===== src/rtl/pc_sequencer_pkg.sv =====
// Shared definitions for the program-counter sequencer.
// Flow-mode codes, FSM states and the increment helper.
package pc_sequencer_pkg;

    typedef enum logic [2:0] {
        BJ_SEQ = 3'b000,
        BJ_J   = 3'b001,
        BJ_BEQ = 3'b010,
        BJ_BNE = 3'b011,
        BJ_BLT = 3'b100,
        BJ_BGE = 3'b101,
        BJ_JR  = 3'b110,
        BJ_RSV = 3'b111
    } bj_t;

    typedef enum logic [1:0] {
        ST_BOOT = 2'b00,
        ST_RUN  = 2'b01,
        ST_TRAP = 2'b10
    } state_t;

    localparam int unsigned DEF_SHIFT = 2;

    function automatic int unsigned inc_of(input int unsigned shift);
        return 32'd1 << shift;
    endfunction

endpackage


===== src/rtl/pc_sequencer_target_gen.sv =====
// Sequential successor and branch-target adders.
// Purely combinational; both sums wrap at 2^ADDR_W.
module pc_target_gen
    import pc_sequencer_pkg::*;
#(
    parameter int ADDR_W = 32,
    parameter int OFF_W  = 8,
    parameter int SHIFT  = DEF_SHIFT
) (
    input  logic [ADDR_W-1:0] pc,
    input  logic [OFF_W-1:0]  offset,
    output logic [ADDR_W-1:0] pc_plus,
    output logic [ADDR_W-1:0] target
);

    localparam logic [ADDR_W-1:0] INC = ADDR_W'(inc_of(SHIFT));

    logic [ADDR_W-1:0] off_x;

    assign off_x   = {{(ADDR_W-OFF_W){offset[OFF_W-1]}}, offset};
    assign pc_plus = pc + INC;
    assign target  = pc_plus + (off_x << SHIFT);

endmodule


===== src/rtl/pc_sequencer.sv =====
// Program-counter unit: PC register, flow decode, fetch handshake,
// misaligned-target trap and saturating retired counter.
module pc_sequencer
    import pc_sequencer_pkg::*;
#(
    parameter int                ADDR_W   = 32,
    parameter int                OFF_W    = 8,
    parameter int                SHIFT    = DEF_SHIFT,
    parameter logic [ADDR_W-1:0] RESET_PC = '0,
    parameter int                CNT_W    = 16
) (
    input  logic              clk,
    input  logic              reset_n,
    input  logic              stall,
    input  logic [2:0]        bjselect,
    input  logic              zero,
    input  logic              neg,
    input  logic [OFF_W-1:0]  offset,
    input  logic [ADDR_W-1:0] reg_target,
    input  logic              imem_ack,
    output logic              imem_req,
    output logic [ADDR_W-1:0] pc,
    output logic [ADDR_W-1:0] pc_next,
    output logic              taken,
    output logic              flush,
    output logic              trap,
    output logic [CNT_W-1:0]  retired
);

    localparam logic [ADDR_W-1:0] INC  = ADDR_W'(inc_of(SHIFT));
    localparam logic [ADDR_W-1:0] MASK = INC - ADDR_W'(1);

    state_t            state, state_n;
    logic [ADDR_W-1:0] pc_plus, target, pc_d;
    logic [CNT_W-1:0]  ret_d;
    logic              flush_d, trap_d, is_jr, advance, misaligned;

    pc_target_gen #(
        .ADDR_W (ADDR_W),
        .OFF_W  (OFF_W),
        .SHIFT  (SHIFT)
    ) u_tgen (
        .pc      (pc),
        .offset  (offset),
        .pc_plus (pc_plus),
        .target  (target)
    );

    always_comb begin
        taken = 1'b0;
        is_jr = 1'b0;
        case (bj_t'(bjselect))
            BJ_J:    taken = 1'b1;
            BJ_BEQ:  taken = zero;
            BJ_BNE:  taken = !zero;
            BJ_BLT:  taken = neg;
            BJ_BGE:  taken = !neg;
            BJ_JR: begin
                taken = 1'b1;
                is_jr = 1'b1;
            end
            default: taken = 1'b0;
        endcase
    end

    assign pc_next    = is_jr ? reg_target : (taken ? target : pc_plus);
    assign misaligned = |(pc_next & MASK);
    assign advance    = imem_ack && !stall;

    always_comb begin
        state_n  = state;
        pc_d     = pc;
        ret_d    = retired;
        flush_d  = 1'b0;
        trap_d   = trap;
        imem_req = 1'b0;
        unique case (state)
            ST_BOOT: state_n = ST_RUN;
            ST_RUN: begin
                imem_req = 1'b1;
                if (advance && misaligned) begin
                    state_n = ST_TRAP;
                    trap_d  = 1'b1;
                end else if (advance) begin
                    pc_d    = pc_next;
                    flush_d = taken;
                    // saturate rather than wrap the retired count
                    ret_d   = (&retired) ? retired
                                         : retired + CNT_W'(1);
                end
            end
            ST_TRAP: trap_d = 1'b1;
            default: state_n = ST_BOOT;
        endcase
    end

    always_ff @(posedge clk or negedge reset_n) begin
        if (!reset_n) begin
            state   <= ST_BOOT;
            pc      <= RESET_PC;
            retired <= '0;
            flush   <= 1'b0;
            trap    <= 1'b0;
        end else begin
            state   <= state_n;
            pc      <= pc_d;
            retired <= ret_d;
            flush   <= flush_d;
            trap    <= trap_d;
        end
    end

endmodule


===== config.mk =====
export PLATFORM = sky130hd
export DESIGN_NAME = pc_sequencer
export DESIGN_NICKNAME = d
export VERILOG_FILES = /design/src/rtl/pc_sequencer_pkg.sv /design/src/rtl/pc_sequencer_target_gen.sv /design/src/rtl/pc_sequencer.sv
export SDC_FILE = /design/constraint.sdc
export NUM_CORES = 1
export LEC_CHECK = 0
export ABC_AREA = 1
export ABC_CLOCK_PERIOD_IN_PS = 3500
export CAP_MARGIN = 10
export CORE_ASPECT_RATIO = 0.8
export CORE_MARGIN = 4
export CORE_UTILIZATION = 53
export DETAILED_ROUTE_END_ITERATION = 10
export GPL_TIMING_DRIVEN = 0
export PLACE_DENSITY = 0.88
export SETUP_SLACK_MARGIN = 0.2
export SKIP_CTS_REPAIR_TIMING = 1
export SLEW_MARGIN = 25
export SYNTH_ARGS = -nofsm -noshare
export SYNTH_HDL_FRONTEND = slang
export SYNTH_HIERARCHICAL = 1
export SYNTH_SLANG_ARGS = --single-unit

===== constraint.sdc =====
create_clock -name clk -period 3.5 [get_ports clk]
set_input_delay 0.525 -clock clk [delete_from_list [all_inputs] [get_ports clk]]
set_output_delay 0.525 -clock clk [all_outputs]
set_load 0.02 [all_outputs]

==> out/summary.txt, run 1 <==
largest net degree at the start of global routing: 53
I/O pin cnt: 133
routability cong.: 0.987
WP depth: 23
GRT overflow: 0
outcome: finished with violations
GRT Total Usage: 27.8%
Pins Over Slew Limit: 0
Synth Area per Inst: 6.02 µm²
fillers: 807
min Tclk post-route: 4170 ps
Yosys top cell by area: dfrtp_1
area grow syn2layout: 40.3%
Critical Path AT: 3640 ps
worst stage delay on the critical path: 510 ps
CP Capture Point: pc_next[31]
post-synthesis async set-or-reset flop share: 100%
cell area after layout: 9100 µm²
failing checks: negative setup slack
multi-input logic area: 4950 µm²
Critical path buffers and inverters: 5
crit path max-delay cell type: dfrtp_2
RSZ-0062 raised after global routing: yes
Starting Density: 55.3%
Initial DRC Count: 910
initial antenna violation count: 0
top cells by count, synth: nand2_1 (338), inv_1 (207), nor2_1 (143)
setup TNS: -10850 ps
MaxCap Viol Count: 0
Top FF cell, synth: dfrtp_1
hold_ws: 255 ps
Die W: 132 µm
Critical R2R Launch: pc[2]$_DFFE_PN0P_
Layout Nets: 1337
highest achievable clock rate: 240 MHz
Sink Count: 52
first-pass GRT wire length: 32.5 mm
Avg WL per Cell: 16.7 µm
total nets after synthesis: 1162
r2r endpoint: pc[31]$_DFFE_PN0P_
Ant. Diodes: 0
Worst-path clk slew: 70 ps
Least-Margin Pin Slew: 910 ps
Synth Instances: 1078
Reg area: 1320 µm²
Post-Syn Area: 6490 µm²
placed wire-length estimate: 16.0 mm
FF-to-FF path depth: 23
min-delay worst type: in -> async
crit path launch type: flip-flop
Routed WL: 23.4 mm
post-route ant nets: 0
drt first pass iters: 6
Lkg Pwr: 0.00470 µW
vias in the first global route: 6664
H-tree Lvls: 2
PwrDens: 791 nW/µm²
Ys Warns: 6
root buffer cell: clkbuf_16
cells along the critical path: ha_4, nand2_4, nor2_4, nand3_4, nor3b_4, nand2_1, xor2_1, inv_1, ha_4, nand2_4, nor2_4, nand2_2, inv_1, nand2_1, nand2_2, inv_2, nand2_2, nand2_1, nand2_1, nand2_2, a31o_4, inv_2, buf_6
layout cells sized above 1: 26.0%
Post-synth EDFFs: 0
DIE HEIGHT: 107 µm
Req. time, crit path: 2970 ps
R2R setup slack: 10 ps
CP max FO: 6
Critical Path Source: pc[2]$_DFFE_PN0P_
CTS buffer count: 5
clk_lat worst skew: 300 ps
final setup fails: 25
Setup Skew: 7.22 ps
Die Area: 14100 µm²
Layout Utilization: 77.5%
drt drc: 0
Crit. End Element: output pin
period utilisation layout: 119%
final count of hold timing violations: 0
dpl cell area: 8020 µm²
top cells by area, synth: dfrtp_1 (20%), nand2_1 (20%), inv_1 (12%)
area of the core: 11700 µm²
post-synth cell types: 39
Worst IR Drop VDD: 0.688 mV
register area share after synthesis: 20.1%
maximum root-to-sink buffer count: 2
Synth Register Bits: 52
top-area cell type share of the netlist area: 20.1%
Vias per Instance: 5.61
CTS tree: built
tightest slew margin relative to the limit: 39.3%
Top Family by Delay on Critical Path: simple AND/OR/NAND/NOR gates
post-route setup slack: -670 ps
Crit Path Class: reg -> out
Port Buffers: 132
via count: 7862
Site Rows: 35
top-count cell post-synth: nand2_1
[stage by stage]
step,setup WS [ps],std cells,power (µW)
after CTS,-1130,1366,6130
after floorplan,206,1078,4050
final,-670,1402,7200
after detailed placement,-793,1358,5590
after global placement,-1340,1358,5530
after global routing,-715,1402,7650
[state kept, by name (all words and copies together) (netlist names)]
register and cells:
retired 16, flush 1, state 2, trap 1
pc 32
[power breakdown]
group | internal (µW) | switching [µW] | total (µW)
clock network | 268 | 240 | 508
logic | 2290 | 3280 | 5580
registers | 794 | 320 | 1110
[routing by layer]
layer	vias to the layer above	share of wire, %	GRT usage [%]	wire, µm
met5	-	0	0	0
met4	0	3.0	5.25	711
met3	77	8.8	4.17	2060
met2	470	46	43.5	10700
met1	3649	42	40.8	9890
li1	3666	-	-	-
[cells by family after synthesis]
family                   count (synthesis)  synth area share, %
XOR/XNOR                                49                 6.62
AND/OR/NAND/NOR                        607                 40.1
buffers and inverters                  240                 15.1
adder cells (fa/ha/maj)                 35                 6.87
AO/OA/AOI/OAI                           95                 11.2
flip-flops                              52                 20.1
[worst min-delay path by stage]
stage                               startpoint                   end  slack [ps]  cells past startpoint
after detailed placement  state[1]$_DFFE_PN0P_  state[0]$_DFFE_PN0P_         450                      1
final                                  reset_n    pc[30]$_DFFE_PN0P_         250                      1
after floorplan                        reset_n       flush$_DFF_PN0_         230                      0
after CTS                              reset_n    pc[23]$_DFFE_PN0P_         300                      1
after global placement    state[1]$_DFFE_PN0P_  state[0]$_DFFE_PN0P_         440                      1
after global routing                   reset_n    pc[23]$_DFFE_PN0P_         320                      1
[cell usage in the layout (no fill, tap or decap), types with 6 or more instances in the layout]
master	netlist	layout
a21oi_1	20	6
a21oi_2	1	13
a31o_2	30	24
a31o_4	0	6
buf_2	6	7
buf_4	5	47
buf_6	7	12
clkbuf_1	9	8
clkbuf_2	0	16
clkdlybuf4s50_1	0	100
dfrtp_1	52	39
dfrtp_2	0	13
ha_1	34	17
ha_4	0	15
inv_1	207	196
inv_2	5	16
nand2_1	338	298
nand2_2	8	43
nand2_4	2	7
nand3_1	55	51
nand3_2	5	7
nand4_1	26	26
nor2_1	143	113
nor2_2	4	18
nor2_4	5	21
o21ai_2	30	31
xnor2_1	14	9
xor2_1	35	29
[final cells by class]
class | instances | share of cell area [%]
Multi-Input combinational cell | 786 | 54.4
Timing Repair Buffer | 168 | 16.6
Sequential cell | 52 | 14.5
Inverter | 212 | 8.74
Buffer | 28 | 2.08
Tap cell | 148 | 2.03
Clock buffer | 6 | 1.42
Clock inverter | 2 | 0.179
No activity file was read; power rests on OpenSTA's default activity.
==> inputs of run 2 (changes only) <==
--- a/config.mk
+++ b/config.mk
@@ -14,6 +14,7 @@
 export DETAILED_ROUTE_END_ITERATION = 10
 export GPL_TIMING_DRIVEN = 0
 export PLACE_DENSITY = 0.88
+export RECOVER_POWER = 25
 export SETUP_SLACK_MARGIN = 0.2
 export SKIP_CTS_REPAIR_TIMING = 1
 export SLEW_MARGIN = 25
==> out/summary.txt, run 2 (same netlist as run 1, synthesis figures left out) <==
CP max FO: 6
Vias per Instance: 5.60
Clk pwr share: 7.1%
first-pass GRT wire length: 32.5 mm
root buffer cell: clkbuf_16
Sequential Power Share: 15.5%
Avg WL per Cell: 16.7 µm
min-delay worst type: reg -> reg
outcome: finished with violations
Biggest register: pc
MaxCap Viol Count: 0
drt first pass iters: 8
final count of hold timing violations: 0
Placed Instances: 1358
largest net degree at the start of global routing: 53
area of the core: 11700 µm²
fillers: 808
period utilisation layout: 119%
Crit Path Class: reg -> out
Crit. End Element: output pin
CTS tree: built
Regs by FF count: pc x32, retired x16, state x2
CTS buffer count: 5
DIE HEIGHT: 107 µm
post-route ant nets: 0
Net Sw Power: 3840 µW
area grow syn2layout: 40.3%
maximum root-to-sink buffer count: 2
highest achievable clock rate: 240 MHz
H-tree Lvls: 2
GRT overflow: 0
PwrDens: 791 nW/µm²
min Tclk post-route: 4170 ps
Layout Nets: 1337
Sw Share: 53.4%
Layout Utilization: 77.5%
hold_ws: 454 ps
Lkg Pwr: 0.00470 µW
Starting Density: 55.3%
Initial DRC Count: 910
max FFs per register: 32
failing checks: negative setup slack
internal power: 3350 µW
final setup fails: 25
layout cells sized above 1: 26.0%
Least-Margin Pin Slew: 1360 ps
clk_lat worst skew: 300 ps
crit path launch type: flip-flop
vias in the first global route: 6664
I/O pin cnt: 133
routability cong.: 0.987
initial antenna violation count: 0
Routed WL: 23.4 mm
tightest slew margin relative to the limit: 9.24%
most frequent cells in the layout: nand2_1 (298), inv_1 (196), nor2_1 (113), clkdlybuf4s50_1 (100), nand3_1 (51)
Pins Over Slew Limit: 0
post-route setup slack: -670 ps
Reg area: 1320 µm²
non-filler cells, final: 1402
Sink Count: 52
via count: 7854
GRT Total Usage: 27.8%
Die Area: 14100 µm²
placed wire-length estimate: 16.0 mm
Worst IR Drop VDD: 0.688 mV
multi-input logic area: 4950 µm²
Setup Skew: 7.85 ps
Worst-path clk slew: 70 ps
Port Buffers: 132
RSZ-0062 raised after global routing: yes
Comb power frac: 77.4%
Site Rows: 35
Critical Path AT: 3640 ps
Die W: 132 µm
most common cell after layout, fill and taps aside: nand2_1
Ant. Diodes: 0
drt drc: 0
Req. time, crit path: 2970 ps
## run 2: worst max-delay path, stage by stage, from the launching register on
cell	delay, ps
dfrtp_2	510
ha_4	190
nand2_4	60
nor2_4	160
nand3_4	150
nor3b_4	300
nand2_1	110
xor2_1	190
inv_1	130
ha_4	320
nand2_4	70
nor2_4	120
nand2_2	80
inv_1	60
nand2_1	60
nand2_2	110
inv_2	40
nand2_2	60
nand2_1	50
nand2_1	70
nand2_2	80
a31o_4	250
inv_2	60
buf_6	110
## run 2: power groups by stage
| stage | combinational, µW | clock (µW) | sequential (µW) |
|---|---|---|---|
| final | 5570 | 508 | 1110 |
| after global routing | 5970 | 535 | 1140 |
| after CTS | 4540 | 508 | 1080 |
| after detailed placement | 4500 | 0 | 1090 |
| after global placement | 4440 | 0 | 1090 |
| after floorplan | 2800 | 0 | 1250 |
## run 2: worst paths after layout
check                                           from              endpoint  slack (ps)  cells past startpoint
max in group asynchronous                    reset_n     pc[7]$_DFFE_PN0P_        2050                      1
worst max register to register     pc[2]$_DFFE_PN0P_    pc[31]$_DFFE_PN0P_          10                     23
worst min register to register  state[1]$_DFFE_PN0P_  state[0]$_DFFE_PN0P_         450                      1
worst max-delay path               pc[2]$_DFFE_PN0P_           pc_next[31]        -670                     23
min in group asynchronous                    reset_n    pc[30]$_DFFE_PN0P_         510                      1
worst min-delay path            state[1]$_DFFE_PN0P_  state[0]$_DFFE_PN0P_         450                      1
## run 2: per-stage QoR
step | worst slack, ps | TNS, ps | power (µW) | cell area [µm²]
final | -670 | -10820 | 7190 | 9100
after global routing | -715 | -13630 | 7650 | 9100
after CTS | -1130 | -21210 | 6130 | 8160
after detailed placement | -793 | -13150 | 5590 | 8020
after global placement | -1340 | -29160 | 5530 | 8030
after floorplan | 206 | 0 | 4050 | 6520
## run 2: layout make-up
| type | count | area share, % |
|---|---|---|
| repair buffers | 168 | 16.6 |
| plain buffers | 28 | 2.08 |
| flip-flops and latches | 52 | 14.5 |
| multi-input cells | 786 | 54.4 |
| clock buffers | 6 | 1.42 |
| well taps | 148 | 2.04 |
| inverters | 212 | 8.75 |
| clock inverters | 2 | 0.179 |
## run 2: metal layers
layer / GRT usage, % / part of all wire [%] / vias up
met4: 5.25 / 3.0 / 0
met2: 43.5 / 46 / 482
met1: 40.8 / 42 / 3623
met3: 4.17 / 9.0 / 79
li1: - / - / 3670
met5: 0 / 0 / -
